[config.mk]
export PLATFORM = sky130hd
export DESIGN_NAME = memory_game_engine
export DESIGN_NICKNAME = d
export VERILOG_FILES = /design/src/rtl/memory_game_pkg.sv /design/src/rtl/lfsr16.sv /design/src/rtl/memory_game_engine.sv
export SDC_FILE = /design/constraint.sdc
export NUM_CORES = 1
export LEC_CHECK = 0
export BUFFER_PORTS_ARGS = -buffer_cell sky130_fd_sc_hd__buf_2
export CAP_MARGIN = 25
export CORE_MARGIN = 10
export CORE_UTILIZATION = 40
export DETAILED_ROUTE_END_ITERATION = 8
export GPL_TIMING_DRIVEN = 0
export PLACE_DENSITY_LB_ADDON = 0.3
export SYNTH_ARGS = -nofsm -noshare
export SYNTH_HDL_FRONTEND = slang
export SYNTH_SLANG_ARGS = --single-unit
[constraint.sdc]
create_clock -name clk -period 2.85 [get_ports clk]
set_input_delay 0.57 -clock clk [delete_from_list [all_inputs] [get_ports clk]]
set_output_delay 0.57 -clock clk [all_outputs]
set_load 0.01 [all_outputs]
[src/rtl/memory_game_pkg.sv]
// memory_game_pkg: shared state/mode types and LFSR constants for the memory game engine
package memory_game_pkg;
    typedef enum logic [2:0] {
        S_IDLE, S_APPEND, S_SHOW_ON, S_SHOW_OFF, S_INPUT, S_FAIL, S_WIN
    } game_state_t;
    typedef enum logic [1:0] {
        MODE_CLASSIC = 2'd0,
        MODE_TIMED   = 2'd1,
        MODE_REVERSE = 2'd2
    } game_mode_t;
    localparam int LFSR_W = 16;
    // Right-shifting Fibonacci form of x^16+x^14+x^13+x^11+1: feedback from bits 0,2,3,5
    localparam logic [LFSR_W-1:0] LFSR_TAPS = 16'h002D;
    function automatic int max2(int a, int b);
        return a > b ? a : b;
    endfunction
endpackage

[src/rtl/lfsr16.sv]
// lfsr16: free-running 16-bit Fibonacci LFSR, loads seed while in reset
module lfsr16 import memory_game_pkg::*; (
    input  logic              clk,
    input  logic              rst_n,
    input  logic [LFSR_W-1:0] seed,
    output logic [LFSR_W-1:0] value
);
    always_ff @(posedge clk) begin
        if (!rst_n) value <= seed;
        else value <= {^(value & LFSR_TAPS), value[LFSR_W-1:1]};
    end
endmodule

[src/rtl/memory_game_engine.sv]
// memory_game_engine: classic/timed/reverse memory game with tick-paced LED playback
module memory_game_engine import memory_game_pkg::*; #(
    parameter int              SYM_W      = 3,
    parameter int              MAX_LEN    = 25,
    parameter int              ON_TICKS   = 4,
    parameter int              OFF_TICKS  = 2,
    parameter int              TIME_LIMIT = 40,
    parameter logic [LFSR_W-1:0] SEED     = 16'hACE1
) (
    input  logic                           clk,
    input  logic                           rst_n,
    input  logic [1:0]                     mode,
    input  logic                           start,
    input  logic                           tick,
    input  logic                           btn_valid,
    input  logic [SYM_W-1:0]               btn_sym,
    output logic [2**SYM_W-1:0]            led,
    output logic                           awaiting_input,
    output logic [$clog2(MAX_LEN+1)-1:0]   score,
    output logic                           game_over,
    output logic                           win
);
    localparam int LEDS = 2**SYM_W;
    localparam int LW   = $clog2(MAX_LEN+1);
    localparam int AW   = MAX_LEN > 1 ? $clog2(MAX_LEN) : 1;
    localparam int TW   = $clog2(max2(max2(ON_TICKS, OFF_TICKS), TIME_LIMIT) + 1);
    localparam logic [TW-1:0]   ON_END  = TW'(ON_TICKS - 1);
    localparam logic [TW-1:0]   OFF_END = TW'(OFF_TICKS - 1);
    localparam logic [TW-1:0]   TL_END  = TW'(TIME_LIMIT - 1);
    localparam logic [TW-1:0]   TL_CAP  = TW'(TIME_LIMIT);
    localparam logic [LW-1:0]   LEN_MAX = LW'(MAX_LEN);
    localparam logic [LEDS-1:0] LED_ONE = {{(LEDS-1){1'b0}}, 1'b1};

    game_state_t        state;
    game_mode_t         gmode;
    logic [LW-1:0]      len, idx, pos;
    logic [TW-1:0]      tcnt;
    logic [SYM_W-1:0]   mem [MAX_LEN];
    logic [LFSR_W-1:0]  lfsr;
    logic [SYM_W-1:0]   new_sym;
    logic [LFSR_W-SYM_W-1:0] unused_lfsr_hi;
    logic               rev, last_pos;

    lfsr16 u_lfsr (.clk(clk), .rst_n(rst_n), .seed(SEED), .value(lfsr));

    assign {unused_lfsr_hi, new_sym} = lfsr;
    assign rev            = gmode == MODE_REVERSE;
    assign last_pos       = rev ? pos == '0 : pos == len - 1'b1;
    assign led            = state == S_SHOW_ON ? LED_ONE << mem[idx[AW-1:0]] : '0;
    assign awaiting_input = state == S_INPUT;
    assign game_over      = state == S_FAIL;
    assign win            = state == S_WIN;

    // Pattern memory survives reset; only APPEND writes it
    always_ff @(posedge clk) begin
        if (rst_n && state == S_APPEND) mem[len[AW-1:0]] <= new_sym;
    end

    always_ff @(posedge clk) begin
        if (!rst_n) begin
            state <= S_IDLE;
            gmode <= MODE_CLASSIC;
            len   <= '0;
            idx   <= '0;
            pos   <= '0;
            tcnt  <= '0;
            score <= '0;
        end else begin
            case (state)
                S_IDLE, S_FAIL, S_WIN: if (start) begin
                    gmode <= mode == 2'd3 ? MODE_CLASSIC : game_mode_t'(mode);
                    len   <= '0;
                    score <= '0;
                    state <= S_APPEND;
                end
                S_APPEND: begin
                    len   <= len + 1'b1;
                    idx   <= '0;
                    tcnt  <= '0;
                    state <= S_SHOW_ON;
                end
                S_SHOW_ON: if (tick) begin
                    tcnt  <= tcnt == ON_END ? '0 : tcnt + 1'b1;
                    state <= tcnt == ON_END ? S_SHOW_OFF : S_SHOW_ON;
                end
                S_SHOW_OFF: if (tick) begin
                    if (tcnt != OFF_END) tcnt <= tcnt + 1'b1;
                    else begin
                        tcnt <= '0;
                        if (idx == len - 1'b1) begin
                            pos   <= rev ? len - 1'b1 : '0;
                            state <= S_INPUT;
                        end else begin
                            idx   <= idx + 1'b1;
                            state <= S_SHOW_ON;
                        end
                    end
                end
                S_INPUT: begin
                    if (tick && tcnt != TL_CAP) tcnt <= tcnt + 1'b1;
                    // A press in the same cycle as the limiting tick wins over the timeout
                    if (btn_valid) begin
                        if (btn_sym != mem[pos[AW-1:0]]) state <= S_FAIL;
                        else if (!last_pos) pos <= rev ? pos - 1'b1 : pos + 1'b1;
                        else begin
                            score <= len;
                            state <= len == LEN_MAX ? S_WIN : S_APPEND;
                        end
                    end else if (gmode == MODE_TIMED && tick && tcnt >= TL_END) state <= S_FAIL;
                end
                default: state <= S_IDLE;
            endcase
        end
    end
endmodule

## Word level (Yosys, flattened, before mapping)

Memory sizes are Yosys's and may differ from the RTL's. A register that Yosys moved wholly into a read port is not among the register bits.
Index checks and enable logic that the tools add are counted.

- Shift-type cells: 1
- Muxes and demuxes: 46
- Eq/ne operators: 29
- Order comparisons: 1
- Add/sub/neg operators: 6
- Reductions and logical operators: 20

Operator list:

| operator | number |
|---|---|
| 5-bit two-way mux | 19 |
| 5-bit one-hot mux with 2 select lines | 4 |
| 3-bit two-way mux | 10 |
| 6-bit two-way mux | 5 |
| 6-bit one-hot mux with 4 select lines | 1 |
| 2-bit != test (second input constant) | 9 |
| 16-bit parity | 1 |
| 5-bit by 1-bit adder with 5-bit output (second input constant) | 3 |
| 3-bit one-hot mux with 5 select lines | 1 |
| 5-bit equality test | 2 |
| 5-bit by 1-bit subtractor with 5-bit output (second input constant) | 2 |
| 3-bit equality test (second input constant) | 3 |
| 8-bit two-way mux | 1 |
| 4-bit AND reduction | 2 |
| 2-bit nonzero test | 4 |
| 1-bit by 3-bit << shifter with 8-bit output (first input constant) | 1 |
| 7-bit AND reduction | 1 |
| 6-bit by 1-bit adder with 6-bit output (second input constant) | 1 |
| 3-bit by 2-bit equality test with 1-bit output (second input constant) | 2 |
| 6-bit by 2-bit equality test with 1-bit output (second input constant) | 1 |
| 6-bit >= comparator (second input constant) | 1 |
| 6-bit by 1-bit != test with 1-bit output (second input constant) | 1 |
| 6-bit != test (second input constant) | 1 |
| 6-bit AND reduction | 1 |
| other kinds (17) | 26 |

- Flip-flop bits (word level): 47
- Output and inout port bits: 16
- Memory bits (writable): 75
- Bits of input ports: 10
- Memories kept: 1
- Word-level logic and storage cells: 112

Memories:

| name | depth | bits a word | rd ports | clocked after Yosys merged registers in | write ports | line | RTL |
|---|---|---|---|---|---|---|---|
| mem | 25 | 3 | 2 | 2 | 1 | memory_game_engine.sv:38 | `logic [SYM_W-1:0] mem [MAX_LEN];` |

## Logic depth before layout (Yosys ltp)

Gate-level depths: netlist of run 1.

- Word-level depth: 9
- Depth in mapped cells: 12
- Depth with buffers taken out: 10

## By module

Synthesis of run 1 repeated with hierarchy kept, for this count alone.

- Cells, all modules: 596
- Area, all modules: 7040.5 µm²

Modules (own cells, without submodules):

| module | area each (µm²) | cells each | sequential area each (µm²) | times used |
|---|---|---|---|---|
| memory_game_engine | 6454.9 | 558 | 3072.9 | 1 |
| lfsr16 | 585.6 | 38 | 320.3 | 1 |

## Worst setup path before layout of run 1

Ideal clock, no wire load.

- Path kind: flip-flop to output port
- From: register (tool-made name)
- To: output port led[3]
- Buffers on the path: 1
- Required time: 2.280 ns
- Setup slack: 0.146 ns
- Arrival time: 2.134 ns
- Cell stages (with the launch flop): 7
- Cell sequence: dfxtp_1 buf_2 mux4_2 mux2_2 mux4_2 nand2b_1 nor2_1

RTL lines:

| item | line | RTL |
|---|---|---|
| end: declaration | memory_game_engine.sv:17 | `output logic [2**SYM_W-1:0] led,` |

==> results.md, run 1 <==
- Fillers: 1467
- Area of the multi-input gates: 3210 um^2
- I/O pin total: 26
- Syn Nets: ~600
- Number of global-route vias before repair: 5016
- Fin crit share: 111%
- Cell internal pwr: 3.75 mW
- Port-buffer cells: 25
- Row count: 47
- Commonest cells after routing, fill and taps aside: 75 x edfxtp_1, 62 x nor2_1, 54 x dfxtp_1
- Post-synthesis sequential area ratio: 51.1%
- Placed Area: 7050 um^2
- DIE HEIGHT: around 150 um
- Hold Path Class: reg -> reg
- Nets@finish: 653
- Share of cells above drive strength 1: between 20 and 25%
- Die W: 149 um
- Max-cap violations: 0
- Peak supply drop: between 0.4 and 0.5 mV
- Inserted Clock Buffers: 17
- Post-synth EDFFs: 75
- Top achievable clock speed: around 320 MHz
- WL per Instance: 19.2 um
- Final Hold Viols: 0
- Root buf cell: clkbuf_16
- Most common cell after layout, fill and taps aside: edfxtp_1
- Crit path top cell by count: mux4_2
- First-pass GRT wire length: 27000 um
- Clk Latency, worst-skew pair: 0.42 ns
- GRT Overall Usage: between 10% and 20%
- H-tree depth: 4
- Combinational power share: about a fifth
- Vias per Instance: 5.64
- Crit Path Max Fanout: 8
- Core area: 16400 um^2
- Seq cells post-synth: 132
- Post-DRT Antenna Nets: 0
- Setup WS post-layout: -0.323 ns
- P_sw: 1.52 mW
- Final instance area: 7940 um^2
- DR pass1 iterations: 5
- Antenna violations before repair: 0
- Area grow syn2layout: 19.5%
- CP Depth: 7
- Fin. max-slew vios: 0
- Effective utilization at floorplan: 40.5%
- DIE AREA: 22200 um^2
- Distinct cells, synth: 64
- Final WL: 16600 um
- Buf/Inv on CP: 2
- Register area: between 3000 and 4000 um^2
- Syn avg cell area: 11.5 um^2
- Clock sink total: 132
- Worst Hold Depth: 1
- Dpl hpwl: roughly 12000 um
- Gr ovfl total: 0
- Slowest cell delay on critical path: 0.51 ns
- # setup viols final: 8
- Clock Power Share: between 30% and 40%
- Kind of critical path: reg -> out
- Async S/R FF share, synth: 0%
- Sw frac: 28.8%
- Worst R2R Path Depth: 11
- Max clock buf depth: 2
- Gp weighted congestion: 0.874
- Critical path arrival: 2.60 ns
- Worst setup EP type: primary output
- Pwr dens: 664 nW/um^2
- CP max stage cell: mux4_2
- Clock transition at path regs: 0.05 ns
- Worst-path cell chain: buf_8, mux4_2, mux2_4, mux4_2, nand2b_4, nor2_2, buf_2
- Cells after Synth: 579
- Slew headroom: roughly two fifths
- DR DRC count: 0
- Total number of vias: approximately 4900
- RSZ-0062 raised after global routing: true
- Leak: around 2.7 nW
- Diode count: 0
- Final Skew: 0.00740 ns
- Mapped cell area: 6650 um^2
- Top_reg_cell synth: edfxtp_1
- CTS tree: yes
- Outcome: finished, violations left
- Warnings, synthesis: 0
- Worst-Margin Slew: 0.910 ns
- DRT iter0 DRCs: 398
- Crit path required time: 2.28 ns
- Startpoint Class: flop
- Pin count of the biggest net entering global routing: 28
- Crit path time final: between 3 and 4 ns
- CTS Hold Buffers Added: 0
- Failing checks: setup timing
- Setup tns final: -2.24 ns
- Worst path top cell family by delay: multiplexers
- Sequential power share: 40.4%
==> path summary, 6_finish.rpt <==
check,endpoint,slack (ns),start
setup / recovery,led[2],-0.32,flop
hold / removal,u_lfsr.value[10],0.40,u_lfsr.value[11]
setup reg to reg,score[0],0.05,flop
hold reg to reg,u_lfsr.value[10],0.40,u_lfsr.value[11]
==> cell families after synthesis <==
family	share of synthesized area (%)
xor gates and xnor gates	4.71
AOI/OAI and AO/OA	9.02
DFF	51.1
adders and majority gates	2.37
buffers and inverters	3.39
and+or+nand+nor	14.9
muxes	14.5
==> state kept, by name (all words and copies together), names as in the netlist, named ones only <==
name	cells
score	5
len	5
state	3
pos	5
gmode	2
u_lfsr.value	16
idx	5
mem	75
tcnt	6
==> per-layer routing <==
metal,vias to the layer above,wire length [um],global-route usage (%)
met5,-,0,0
met4,0,399,6.18
met3,39,1030,4.22
met2,184,8100,25.4
met1,2401,7070,18.9
li1,2250,-,-
==> final cells by class <==
type	instances	area share, %
Sequential cell	132	42.8
Multi-Input combinational cell	396	40.5
Clock buffer	18	5.40
Tap cell	220	3.47
Timing Repair Buffer	34	2.73
Buffer	27	2.33
Clock inverter	14	1.73
Inverter	23	1.09
==> power groups by stage <==
stage | Clock [mW] | Combinational, mW | Sequential, mW
6_report | 2.07 | 1.08 | 2.13
5_1_grt | 2.20 | 1.20 | 2.14
4_1_cts | 2.10 | 0.992 | 2.13
3_5_place_dp | 0 | 0.928 | 2.17
3_3_place_gp | 0 | 0.909 | 2.17
2_1_floorplan | 0 | 0.701 | 2.15
==> synth_stat cells, types with 7 or more instances <==
library cell	n	area, um^2
edfxtp_1	75	2250
nor2_1	66	248
dfxtp_1	57	1140
nand2_1	43	161
mux4_2	24	541
o21ai_0	24	120
mux2i_1	23	230
a21oi_1	22	110
inv_1	21	78.8
nand2b_1	20	125
nand3_1	18	90.1
clkbuf_1	16	60.1
xnor2_1	16	140
and2_1	12	75.1
ha_1	11	138
xor2_1	10	87.6
a211oi_1	8	60.1
mux2_2	8	90.1
nor3_1	7	35.0
==> repair_timing <==
action / in CTS / in global routing
buffers inserted: 6 / 1
gates resized for setup: 28 / 43
endpoints found under the setup margin: 26 / 25
cloned: 0 / 1
pin swaps: 3 / 10
==> per-stage QoR <==
step	utilization (%)	instances	total power [mW]	worst slack, ns	hold WS [ns]
6_report	48.4	864	5.27	-0.323	0.405
3_3_place_gp	42.9	824	3.08	-0.491	0.395
3_5_place_dp	42.9	824	3.10	-0.518	0.392
2_1_floorplan	-	579	2.85	0.146	0.386
5_1_grt	48.4	864	5.54	-0.417	0.422
4_1_cts	47.3	861	5.23	-0.329	0.405
Power figures use the tool's default switching activity.
==> inputs of run 2 (changes only) <==
BUFFER_PORTS_ARGS = -buffer_cell sky130_fd_sc_hd__buf_4   (was -buffer_cell sky130_fd_sc_hd__buf_2)
==> results.md, run 2 (synthesized netlist as in run 1, its figures left out) <==
- Overall power: roughly 5.3 mW
- Most common cell after layout, fill and taps aside: edfxtp_1
- Crit path time final: around 3.2 ns
- # setup viols final: 14
- DIE AREA: between 20000 and 25000 um^2
- Slew headroom: 30.7%
- Final Hold Viols: 0
- Place WS: -0.492 ns
- Gr ovfl total: 0
- GRT Overall Usage: 15.1%
- Port-buffer cells: 25
- Critical path arrival: around 2.6 ns
- Number of global-route vias before repair: around 5000
- DIE HEIGHT: 149 um
- Total number of vias: 4950
- Setup WS post-layout: -0.341 ns
- Nets@finish: approximately 660
- DRT iter0 DRCs: 540
- CP Depth: 7
- Max-cap violations: 0
- Antenna violations before repair: 0
- Hold Path Class: reg -> reg
- WL per Instance: a little under 20 um
- Clock sink total: 132
- H-tree depth: 4
- Peak supply drop: between 0.3 and 0.4 mV
- Fin. max-slew vios: 0
- Slowest cell delay on critical path: 0.51 ns
- Final instance area: 8110 um^2
- First-pass GRT wire length: roughly 26000 um
- Dpl hpwl: 11900 um
- Fillers: 1454
- Failing checks: setup timing
- Crit path top cell by count: mux4_2
- Register area: 3400 um^2
- RSZ-0062 raised after global routing: true
- Core area: between 15000 and 20000 um^2
- Placed Area: 7110 um^2
- Die W: 149 um
- Crit path required time: 2.28 ns
- Root buf cell: clkbuf_16
- DR pass1 iterations: 6
- Crit Path Max Fanout: 8
- Top achievable clock speed: 313 MHz
- Buf/Inv on CP: 2
- Area of the multi-input gates: 3270 um^2
- Post-DRT Antenna Nets: 0
- Inserted Clock Buffers: 17
- Final WL: 16800 um
- Commonest cells after routing, fill and taps aside: 75 x edfxtp_1, 62 x nor2_1, 53 x dfxtp_1
- Leak: 2.74 nW
- Diode count: 0
- Worst Hold Depth: 1
- Share of cells above drive strength 1: about a quarter
- Startpoint Class: flop
- Worst R2R Path Depth: 12
- Final non-filler cell total: 870
- Clk Latency, worst-skew pair: 0.42 ns
- Effective utilization at floorplan: 40.5%
- Worst setup EP type: primary output
- Kind of critical path: reg -> out
- CTS tree: yes
- Outcome: finished, violations left
- Vias per Instance: 5.69
- Worst-path cell chain: buf_12, mux4_2, mux2_4, mux4_2, nand2b_4, nor2_4, buf_6
- CP max stage cell: mux4_2
- Gp weighted congestion: a little over 0.9
- Clock transition at path regs: approximately 0.05 ns
- Pin count of the biggest net entering global routing: 28
- Pwr dens: 657 nW/um^2
- Max clock buf depth: 2
- Worst path top cell family by delay: multiplexers
- Area grow syn2layout: 22.1%
- Number of flip-flops in the largest register: 75
- Fin crit share: 112%
- Row count: 47
- I/O pin total: 26
- DR DRC count: 0
- Cells after DPL: 824
- Worst-Margin Slew: 1.04 ns
- Final Skew: 0.0103 ns
-- run 2: worst paths after layout --
kind / from / end / slack, ns
worst max-delay path: flop / led[0] / -0.34
worst min-delay path: u_lfsr.value[12] / u_lfsr.value[11] / 0.40
worst min register to register: u_lfsr.value[12] / u_lfsr.value[11] / 0.40
worst max register to register: flop / score[0] / -0.04
-- run 2: timing repair --
item / in CTS / in global routing
hold buffers: 0 / 0
gates cloned: 0 / 2
endpoints found under the setup margin: 26 / 26
pin swaps: 4 / 15
gates resized for setup: 32 / 61
buffers inserted: 4 / 9
-- run 2: area by class of cell --
class,instances,area share (%)
flip-flops and latches,132,41.9
multi-input cells,396,40.3
clock buffers,18,5.29
repair buffers,40,3.73
well taps,220,3.39
plain buffers,27,2.64
clock inverters,14,1.71
inverters,23,1.06
-- run 2: metal layers --
layer / vias to the layer above / track usage, % / routed length [um]
met2: 225 / 24.3 / 8370
met4: 0 / 6.23 / 283
li1: 2262 / - / -
met5: - / 0 / 0
met1: 2426 / 18.3 / 6970
met3: 37 / 5.04 / 1130
-- run 2: report_power, final --
part	switching [mW]	internal, mW	leakage (nW)
clock network	0.809	1.28	0.277
logic	0.680	0.428	1.31
registers	0.0612	2.07	1.15
total	1.55	3.78	2.74
-- run 2: through the flow --
step | hold WS [ns] | util (%) | TNS [ns]
finish | 0.405 | 49.5 | -2.42
global route | 0.422 | 49.5 | -3.95
CTS | 0.409 | 47.7 | -2.49
detailed placement | 0.396 | 43.3 | -7.73
global placement | 0.392 | 43.3 | -7.21
floorplan | 0.386 | - | 0
==> inputs of run 3 (changes only) <==
GPL_ROUTABILITY_DRIVEN = 1   (was unset)
PLACE_DENSITY = 0.64   (was unset)
PLACE_DENSITY_LB_ADDON = unset   (was 0.3)
==> results.md, run 3 (synthesized netlist as in run 1, its figures left out) <==
- Outcome: finished, violations left
- Failing checks: setup timing
- Hold Startpoint: u_lfsr.value[8]
- Final instance area: 8030 um^2
- WL per Instance: 18.9 um
- Share of cells above drive strength 1: 22.8%
- CP max stage cell: mux4_2
- Nets@finish: 653
- Worst Hold Depth: 1
- Setup tns final: -2.51 ns
- Clk Latency, worst-skew pair: 0.42 ns
- Cells after DPL: between 800 and 900
- Worst-path cell chain: buf_12, mux4_2, mux2_4, mux4_2, nand2b_4, nor2_1, buf_4
- I/O pin total: 26
- Top achievable clock speed: 315 MHz
- Fillers: 1457
- Commonest cells after routing, fill and taps aside: 75 x edfxtp_1, 62 x nor2_1, 55 x dfxtp_1
- Worst setup EP type: primary output
- Place WS: -0.538 ns
- Final WL: 16300 um
- Clock transition at path regs: roughly 0.060 ns
- H-tree depth: 4
- Fin crit share: 112%
- Fin. max-slew vios: 0
- Vias per Instance: roughly 5.6
- Buf/Inv on CP: 2
- Max clock buf depth: 2
- Most common cell after layout, fill and taps aside: edfxtp_1
- Worst R2R Path Depth: 9
- Overall power: approximately 5.4 mW
- Crit path required time: roughly 2.3 ns
- # setup viols final: 8
- Max-cap violations: 0
- Port-buffer cells: 25
- Peak supply drop: 0.376 mV
- Placed Area: between 7000 and 8000 um^2
- Pwr dens: 669 nW/um^2
- CTS Hold Buffers Added: 0
- Crit Path Max Fanout: 8
- Row count: 47
- Crit path time final: 3.18 ns
- Antenna violations before repair: 0
- Clock sink total: 132
- Slew headroom: 35.0%
- Effective utilization at floorplan: 40.5%
- Number of flip-flops in the largest register: 75
- Hold Path Class: reg -> reg
- CP Depth: 7
- Crit path top cell by count: mux4_2
- DRT iter0 DRCs: approximately 380
- Number of global-route vias before repair: 4818
- Gr ovfl total: 0
- DIE HEIGHT: approximately 150 um
- Post-DRT Antenna Nets: 0
- Core area: 16400 um^2
- DR DRC count: 0
- Area grow syn2layout: 20.8%
- Pin count of the biggest net entering global routing: 28
- First-pass GRT wire length: 25600 um
- GRT Overall Usage: 14.8%
- Worst path top cell family by delay: multiplexers
- Startpoint Class: flop
- DIE AREA: 22200 um^2
- Setup WS post-layout: -0.329 ns
- Final Hold Viols: 0
- Final non-filler cell total: 864
- Gp weighted congestion: 0.860
- Root buf cell: clkbuf_16
- Total number of vias: 4803
- Slowest cell delay on critical path: 0.50 ns
- Leak: 2.72 nW
- CTS tree: yes
- DR pass1 iterations: 5
- Final Skew: 0.00794 ns
- Diode count: 0
- RSZ-0062 raised after global routing: true
- Kind of critical path: reg -> out
- Worst-Margin Slew: slightly below 1 ns
- Dpl hpwl: 11800 um
- Critical path arrival: approximately 2.6 ns
- Inserted Clock Buffers: 17
- Die W: approximately 150 um
## run 3: final cells by class
cell class / instances / area (um^2) / area share (%)
plain buffers: 27 / 209 / 2.60
clock buffers: 17 / 425 / 5.30
clock inverters: 15 / 165 / 2.06
inverters: 23 / 86.3 / 1.08
multi-input cells: 396 / 3220 / 40.1
flip-flops and latches: 132 / 3400 / 42.3
well taps: 220 / 275 / 3.43
repair buffers: 34 / 253 / 3.15
## run 3: worst paths after layout
path         slack (ns)              end
max reg2reg        0.02         score[1]
max               -0.33           led[3]
min reg2reg        0.41  u_lfsr.value[7]
min                0.41  u_lfsr.value[7]
## run 3: what timing repair did
action	4_1_cts	5_1_grt
gates resized for setup	27	43
hold endpoints to repair	0	0
cloned	0	1
endpoints found under the setup margin	26	25
buffers inserted	4	4
pin swaps	3	9
## run 3: metrics by stage
stage	util, %	hold WS, ns
6_report	48.9	0.411
5_1_grt	48.9	0.424
4_1_cts	47.6	0.413
3_5_place_dp	43.3	0.395
3_3_place_gp	43.3	0.393
2_1_floorplan	-	0.386
## run 3: where the power goes
group	switching, mW	total, mW	internal [mW]
Sequential	0.0596	2.13	2.07
Combinational	0.658	1.07	0.412
Clock	0.807	2.17	1.36
## run 3: routing by layer
metal  global-route usage, %  up-vias  part of all wire (%)
met5                       0        -                     0
met4                    6.97        0                   2.0
met3                    4.04       26                   6.5
met2                    23.8      169                    49
met1                    18.1     2371                    42
li1                        -     2237                     -
